[config.mk]
export PLATFORM = sky130hd
export DESIGN_NAME = adau1361_receiver
export DESIGN_NICKNAME = d
export VERILOG_FILES = /design/src/rtl/adau1361_receiver.sv
export SDC_FILE = /design/constraint.sdc
export NUM_CORES = 1
export LEC_CHECK = 0
export ABC_CLOCK_PERIOD_IN_PS = 5200
export CAP_MARGIN = 30
export CORE_MARGIN = 1.5
export CORE_UTILIZATION = 50
export DETAILED_ROUTE_END_ITERATION = 8
export HOLD_SLACK_MARGIN = 0.08
export PLACE_DENSITY = 0.71
export SKIP_LAST_GASP = 1
export SLEW_MARGIN = 25
export SYNTH_ARGS = -nofsm -noshare
export SYNTH_HDL_FRONTEND = slang
export SYNTH_SLANG_ARGS = --single-unit
[constraint.sdc]
create_clock -name i_clk -period 5.2 [get_ports i_clk]
set_input_delay 1.56 -clock i_clk [delete_from_list [all_inputs] [get_ports i_clk]]
set_output_delay 1.56 -clock i_clk [all_outputs]
set_load 0.005 [all_outputs]
[src/rtl/adau1361_receiver.sv]
// I2S capture from the ADAU1361 ADC: synchronise BCLK/LRCLK/data, deserialise left/right words, hand pairs out on a valid/ready hold register.
// Optional half-frame length checking is enabled by defining ADAU1361_RX_FRAME_CHECK_EN.

module adau1361_rx_chan #(
  parameter int W = 16
) (
  input  logic         clk,
  input  logic         rst,
  input  logic         shift,
  input  logic         dat,
`ifdef ADAU1361_RX_FRAME_CHECK_EN
  input  logic         close,
  output logic         len_err,
`endif
  output logic [W-1:0] word_nxt
);

  logic [W-1:0] sh;

  // word_nxt already contains the bit being shifted in, so a closing bit is seen in the latched word
  assign word_nxt = {sh[W-2:0], dat};

  always_ff @(posedge clk or posedge rst) begin
    if (rst)        sh <= '0;
    else if (shift) sh <= word_nxt;
  end

`ifdef ADAU1361_RX_FRAME_CHECK_EN
  logic [5:0] cnt;
  logic [5:0] cnt_inc;

  assign cnt_inc = (cnt == 6'd63) ? cnt : cnt + 6'd1;
  assign len_err = close && (cnt_inc != 6'(W));

  always_ff @(posedge clk or posedge rst) begin
    if (rst)        cnt <= '0;
    else if (shift) cnt <= close ? 6'd0 : cnt_inc;
  end
`endif

endmodule

module adau1361_receiver #(
  parameter int DATA_WIDTH = 16
) (
  input  logic                  i_clk,
  input  logic                  i_reset,
  input  logic                  i_bclk,
  input  logic                  i_lrclk,
  input  logic                  i_afAdcData,
  input  logic                  i_ready,
  output logic                  o_valid,
  output logic [DATA_WIDTH-1:0] o_leftData,
  output logic [DATA_WIDTH-1:0] o_rightData,
  output logic                  o_overrun,
  output logic                  o_frameError
);

  localparam int STAGES = 1;

  logic [2:0]                       sync1, sync2;
  logic                             bclk_d;
  logic                             bclk_rise, lr_now, dat_now;
  logic                             lr_init, lr_valid, lr_prev;
  logic                             cap_ch, cap_close, cap_dat;
  logic [STAGES:0]                  vld_pipe;
  logic [1:0]                       shift_en;
  logic [1:0][DATA_WIDTH-1:0]       word_nxt;
  logic [DATA_WIDTH-1:0]            left_lat, right_lat;
  logic                             have_left;

  assign bclk_rise = sync2[2] & ~bclk_d;
  assign lr_now    = sync2[1];
  assign dat_now   = sync2[0];

  always_ff @(posedge i_clk or posedge i_reset) begin
    if (i_reset) begin
      sync1  <= '0;
      sync2  <= '0;
      bclk_d <= 1'b0;
    end else begin
      sync1  <= {i_bclk, i_lrclk, i_afAdcData};
      sync2  <= sync1;
      bclk_d <= sync2[2];
    end
  end

  // Bits are only captured once an LRCLK edge has been seen, so the first half-word is never partial
  always_ff @(posedge i_clk or posedge i_reset) begin
    if (i_reset) begin
      lr_init     <= 1'b0;
      lr_valid    <= 1'b0;
      lr_prev     <= 1'b0;
      cap_ch      <= 1'b0;
      cap_close   <= 1'b0;
      cap_dat     <= 1'b0;
      vld_pipe[0] <= 1'b0;
    end else begin
      vld_pipe[0] <= 1'b0;
      if (bclk_rise) begin
        lr_init <= 1'b1;
        lr_prev <= lr_now;
        if (lr_init) begin
          if (lr_now != lr_prev) lr_valid <= 1'b1;
          vld_pipe[0] <= lr_valid;
          cap_ch      <= lr_prev;
          cap_close   <= (lr_now != lr_prev);
          cap_dat     <= dat_now;
        end
      end
    end
  end

  always_comb begin
    shift_en = 2'b00;
    if (vld_pipe[0]) shift_en = cap_ch ? 2'b10 : 2'b01;
  end

`ifdef ADAU1361_RX_FRAME_CHECK_EN
  logic [1:0] len_err;
`endif

  for (genvar c = 0; c < 2; c++) begin : g_ch
    adau1361_rx_chan #(.W(DATA_WIDTH)) u_ch (
      .clk      (i_clk),
      .rst      (i_reset),
      .shift    (shift_en[c]),
      .dat      (cap_dat),
`ifdef ADAU1361_RX_FRAME_CHECK_EN
      .close    (cap_close),
      .len_err  (len_err[c]),
`endif
      .word_nxt (word_nxt[c])
    );
  end

  // A right word only completes a frame if its left partner was captured first
  always_ff @(posedge i_clk or posedge i_reset) begin
    if (i_reset) begin
      left_lat    <= '0;
      right_lat   <= '0;
      have_left   <= 1'b0;
      vld_pipe[1] <= 1'b0;
    end else begin
      vld_pipe[1] <= 1'b0;
      if (vld_pipe[0] && cap_close) begin
        if (!cap_ch) begin
          left_lat  <= word_nxt[0];
          have_left <= 1'b1;
        end else if (have_left) begin
          right_lat   <= word_nxt[1];
          have_left   <= 1'b0;
          vld_pipe[1] <= 1'b1;
        end
      end
    end
  end

  always_ff @(posedge i_clk or posedge i_reset) begin
    if (i_reset) begin
      o_valid     <= 1'b0;
      o_leftData  <= '0;
      o_rightData <= '0;
      o_overrun   <= 1'b0;
    end else begin
      if (vld_pipe[1]) begin
        if (!o_valid || i_ready) begin
          o_valid     <= 1'b1;
          o_leftData  <= left_lat;
          o_rightData <= right_lat;
        end else begin
          o_overrun <= 1'b1;
        end
      end else if (i_ready) begin
        o_valid <= 1'b0;
      end
    end
  end

`ifdef ADAU1361_RX_FRAME_CHECK_EN
  always_ff @(posedge i_clk or posedge i_reset) begin
    if (i_reset)                                         o_frameError <= 1'b0;
    else if (vld_pipe[0] && cap_close && len_err[cap_ch]) o_frameError <= 1'b1;
  end
`else
  assign o_frameError = 1'b0;
`endif

endmodule

==> summary.txt <==
Power and ir drop
  • Clock power share: roughly 26%
  • Switch share: between 20% and 30%
  • Internal power: 1.30 mW
  • Sequential power share: between 60% and 70%
  • Leakage: 2.40 nW
  • Gate power share: between 10% and 20%
  • NetSw: ~0.41 mW
  • VDD IR max: between 150 and 200 uV
  • Pwr Density: 359 mW/mm^2

Timing
  • Final Hold Viols: 0
  • Fmax achieved: approximately 360 MHz
  • Final Max Tran Viols: 0
  • Fin crit share: a little over half
  • Final setup fails: 0
  • Final clock skew: 0.00924 ns
  • Tmin final: 2.81 ns
  • Setup TNS: 0 ns
  • RSZ-0062 raised after global routing: false
  • Max_slew headroom: between 30% and 40%
  • Worst-margin pin slew: roughly 0.96 ns

Synthesis
  • Synth area leaders: dfrtp_1, mux2_2, mux2_4
  • Largest area contributor in the netlist: dfrtp_1
  • Syn Inst Count: 242
  • FF+latch count, synth: roughly 110
  • Ys async rst share: 100%
  • YS warnings: 0
  • Synth cell count leaders: dfrtp_1, mux2_2, mux2_4, buf_2, nand2_1
  • Net Count, Synth: 248
  • Post-synth EDFFs: 0
  • Yosys top cell area share: approximately 68%
  • Most frequent cell after synthesis: dfrtp_1
  • Mapped cell area: slightly above 0.004 sq mm
  • Synth Flop Type: dfrtp_1
  • Avg Inst Size Synth: roughly 17 sq um
  • Count of cell types in the netlist: 20
  • Register area share after synthesis: 68.0%

Run
  • Max capacitance violation total: 0

Critical path
  • Critical Path Fanout Max: 2
  • WS Path Type: reg2out
  • Reg-to-reg slack, setup: 3.43 ns
  • Cell at the slowest stage of the critical path: clkdlybuf4s50_1
  • R2R Path End: left_lat[15]$_DFFE_PP0P_
  • Cell chain of the critical path: clkdlybuf4s50_1
  • CP bufs+invs: 1
  • Top delay family on crit path: buffers and inverters
  • Crit. End Element: primary output
  • R2R cell count: 3
  • Critical Path Max Stage Delay: 0.51 ns
  • Startpoint Class: flop
  • Reg2reg start: vld_pipe[0]$_DFF_PP0_
  • Worst setup path start: o_rightData[1]$_DFFE_PP0P_
  • WP data required: 3.64 ns
  • WP data arrival: approximately 1.3 ns

Finish
  • Nets: a little under 300
  • Antenna cells: 0
  • Fraction of layout cells with a size suffix above 1: 40.0%
  • Layout area overhead: 15.7%
  • Layout Cells excl Fill: between 300 and 400

Placed design
  • DPL Wire Length: 3770 microns
  • Gpl congestion: around 0.7
  • I/O Buffers: 39
  • Cells after DPL: about 380

Global routing
  • Total gr overflow: 0
  • GR Layer Usage met3: 2.91%
  • Total track usage: 15.0%
  • Largest net degree at the start of global routing: 46
  • Met1 Use GR: 20.6%
  • Number of global-route vias before repair: around 2100
  • Grt peak-use layer: met2
  • Antenna violations before repair: 0
  • GRT met2 Usage: roughly 22%
  • First-pass GRT wire length: roughly 10000 microns

Clocking
  • CTS-repair resized insts: 0
  • Clk buf depth: 2
  • Post-CTS repair timing setup buffer count: 0
  • CTS tree: done
  • Clock Sinks: 112
  • Cts bufs inserted: 9
  • Clock Root Buffer: clkbuf_8
  • Worst-path clk slew: around 0.090 ns
  • H-tree Lvls: 3
  • Worst-Skew Late Latency: 0.36 ns
  • Hold Buf Count CTS: 0

Outcome
  • Status: complete, no violations

Hold path
  • Hold Path Depth: 0
  • Hold Path Class: reg2reg
  • Worst Hold End: sync2[2]$_DFF_PP0_
  • Hold Startpoint: sync1[2]$_DFF_PP0_

Floorplanning
  • Initial core utilization: 52.5%
  • DIE HEIGHT: 93.8 microns
  • I/O pin count: 41
  • Core area: roughly 0.008 sq mm
  • Die width: between 90 and 100 microns
  • Placement Rows: 32
  • Die area: approximately 0.0088 sq mm

Routing
  • Via count: around 2000
  • DR DRC count: 0
  • Aggregate routed wire length: between 5000 and 6000 microns
  • WL/cell: between 10 and 15 microns
  • First-pass DRT Iterations: 3
  • Antenna Violating Nets Remaining: 0
  • DR vias/cell: roughly 5
  • Iter 0 DRT Violations: 75
==> cells by family (layout without fill, tap and decap cells) <==
logic type,after synthesis,in the layout,synth area share [%]
flops,112,112,68.0
mux,97,97,27.3
simple gates,16,16,2.19
buf+inv,13,61,1.85
compound gates,2,2,0.364
other cells,1,1,0.0910
xor+xnor,1,1,0.212
==> how the worst max path moves through the flow <==
| stage | cells after the start | end |
|---|---|---|
| floorplan | 1 | bclk_d$_DFF_PP0_ |
| detailed placement | 5 | o_leftData[3]$_DFFE_PP0P_ |
| global placement | 3 | o_rightData[13]$_DFFE_PP0P_ |
| global route | 1 | o_leftData[15] |
| CTS | 1 | o_rightData[1] |
| finish | 1 | o_rightData[1] |
==> worst register-to-register path: stages (launching register included) <==
cell and delay (ns):
dfrtp_1 0.42, nand2_1 0.09, or2_1 0.74, mux2_2 0.42
==> state kept, by name, indices dropped and copies added (netlist names), 2 cells and up <==
register,flops
g_ch.u_ch.sh,30
left_lat,16
o_leftData,16
o_rightData,16
right_lat,16
sync1,3
sync2,3
vld_pipe,2
==> stage by stage <==
step | hold slack, ns | worst slack, ns | util, % | instance area [sq um] | total power [mW]
global placement | 0.334 | 2.03 | 58.5 | 4590 | 1.28
floorplan | 0.331 | 0.681 | - | 4120 | 1.22
CTS | 0.350 | 2.36 | 60.8 | 4770 | 1.74
global route | 0.349 | 2.34 | 60.8 | 4770 | 1.80
detailed placement | 0.335 | 2.08 | 58.8 | 4610 | 1.30
finish | 0.341 | 2.39 | 60.8 | 4770 | 1.71
==> cells in the final DEF (no fill, tap or decap) <==
cell             netlist  final
nand4_2                1      1
or2_2                  2      2
nand2_1                6      6
mux2_2                88     88
or2_1                  1      1
clkinv_4               0      1
xnor2_1                1      1
dfrtp_1              112    112
nand2b_1               2      2
clkinv_2               0      2
mux2_4                 9      9
o21bai_1               1      1
clkdlybuf4s50_1        0     39
nor2b_1                1      1
clkbuf_8               0      9
clkbuf_1               0      4
inv_4                  0      1
nor2_1                 1      1
nand3b_1               1      1
inv_1                  3      2
conb_1                 1      1
and3_1                 1      1
buf_12                 0      1
a21o_1                 1      1
buf_4                  1      2
==> power groups by stage <==
stage | clock, mW | sequential, mW | combinational [mW]
6_report | 0.436 | 1.06 | 0.215
4_1_cts | 0.454 | 1.06 | 0.220
3_3_place_gp | 0 | 1.08 | 0.209
2_1_floorplan | 0 | 1.06 | 0.162
3_5_place_dp | 0 | 1.08 | 0.219
5_1_grt | 0.487 | 1.08 | 0.237
==> final cells by class <==
type | count | area (sq um)
clock buffers | 13 | 139
repair buffers | 42 | 425
fillers | 650 | 3080
well taps | 102 | 128
flip-flops and latches | 112 | 2800
multi-input cells | 117 | 1240
inverters | 3 | 13.8
clock inverters | 3 | 18.8
==> routing by layer <==
layer	vias to the layer above	routed length, microns
met1	1017	2800
met3	13	176
met5	-	0
met4	0	141
li1	926	-
met2	31	2670
Power figures use the tool's default switching activity.
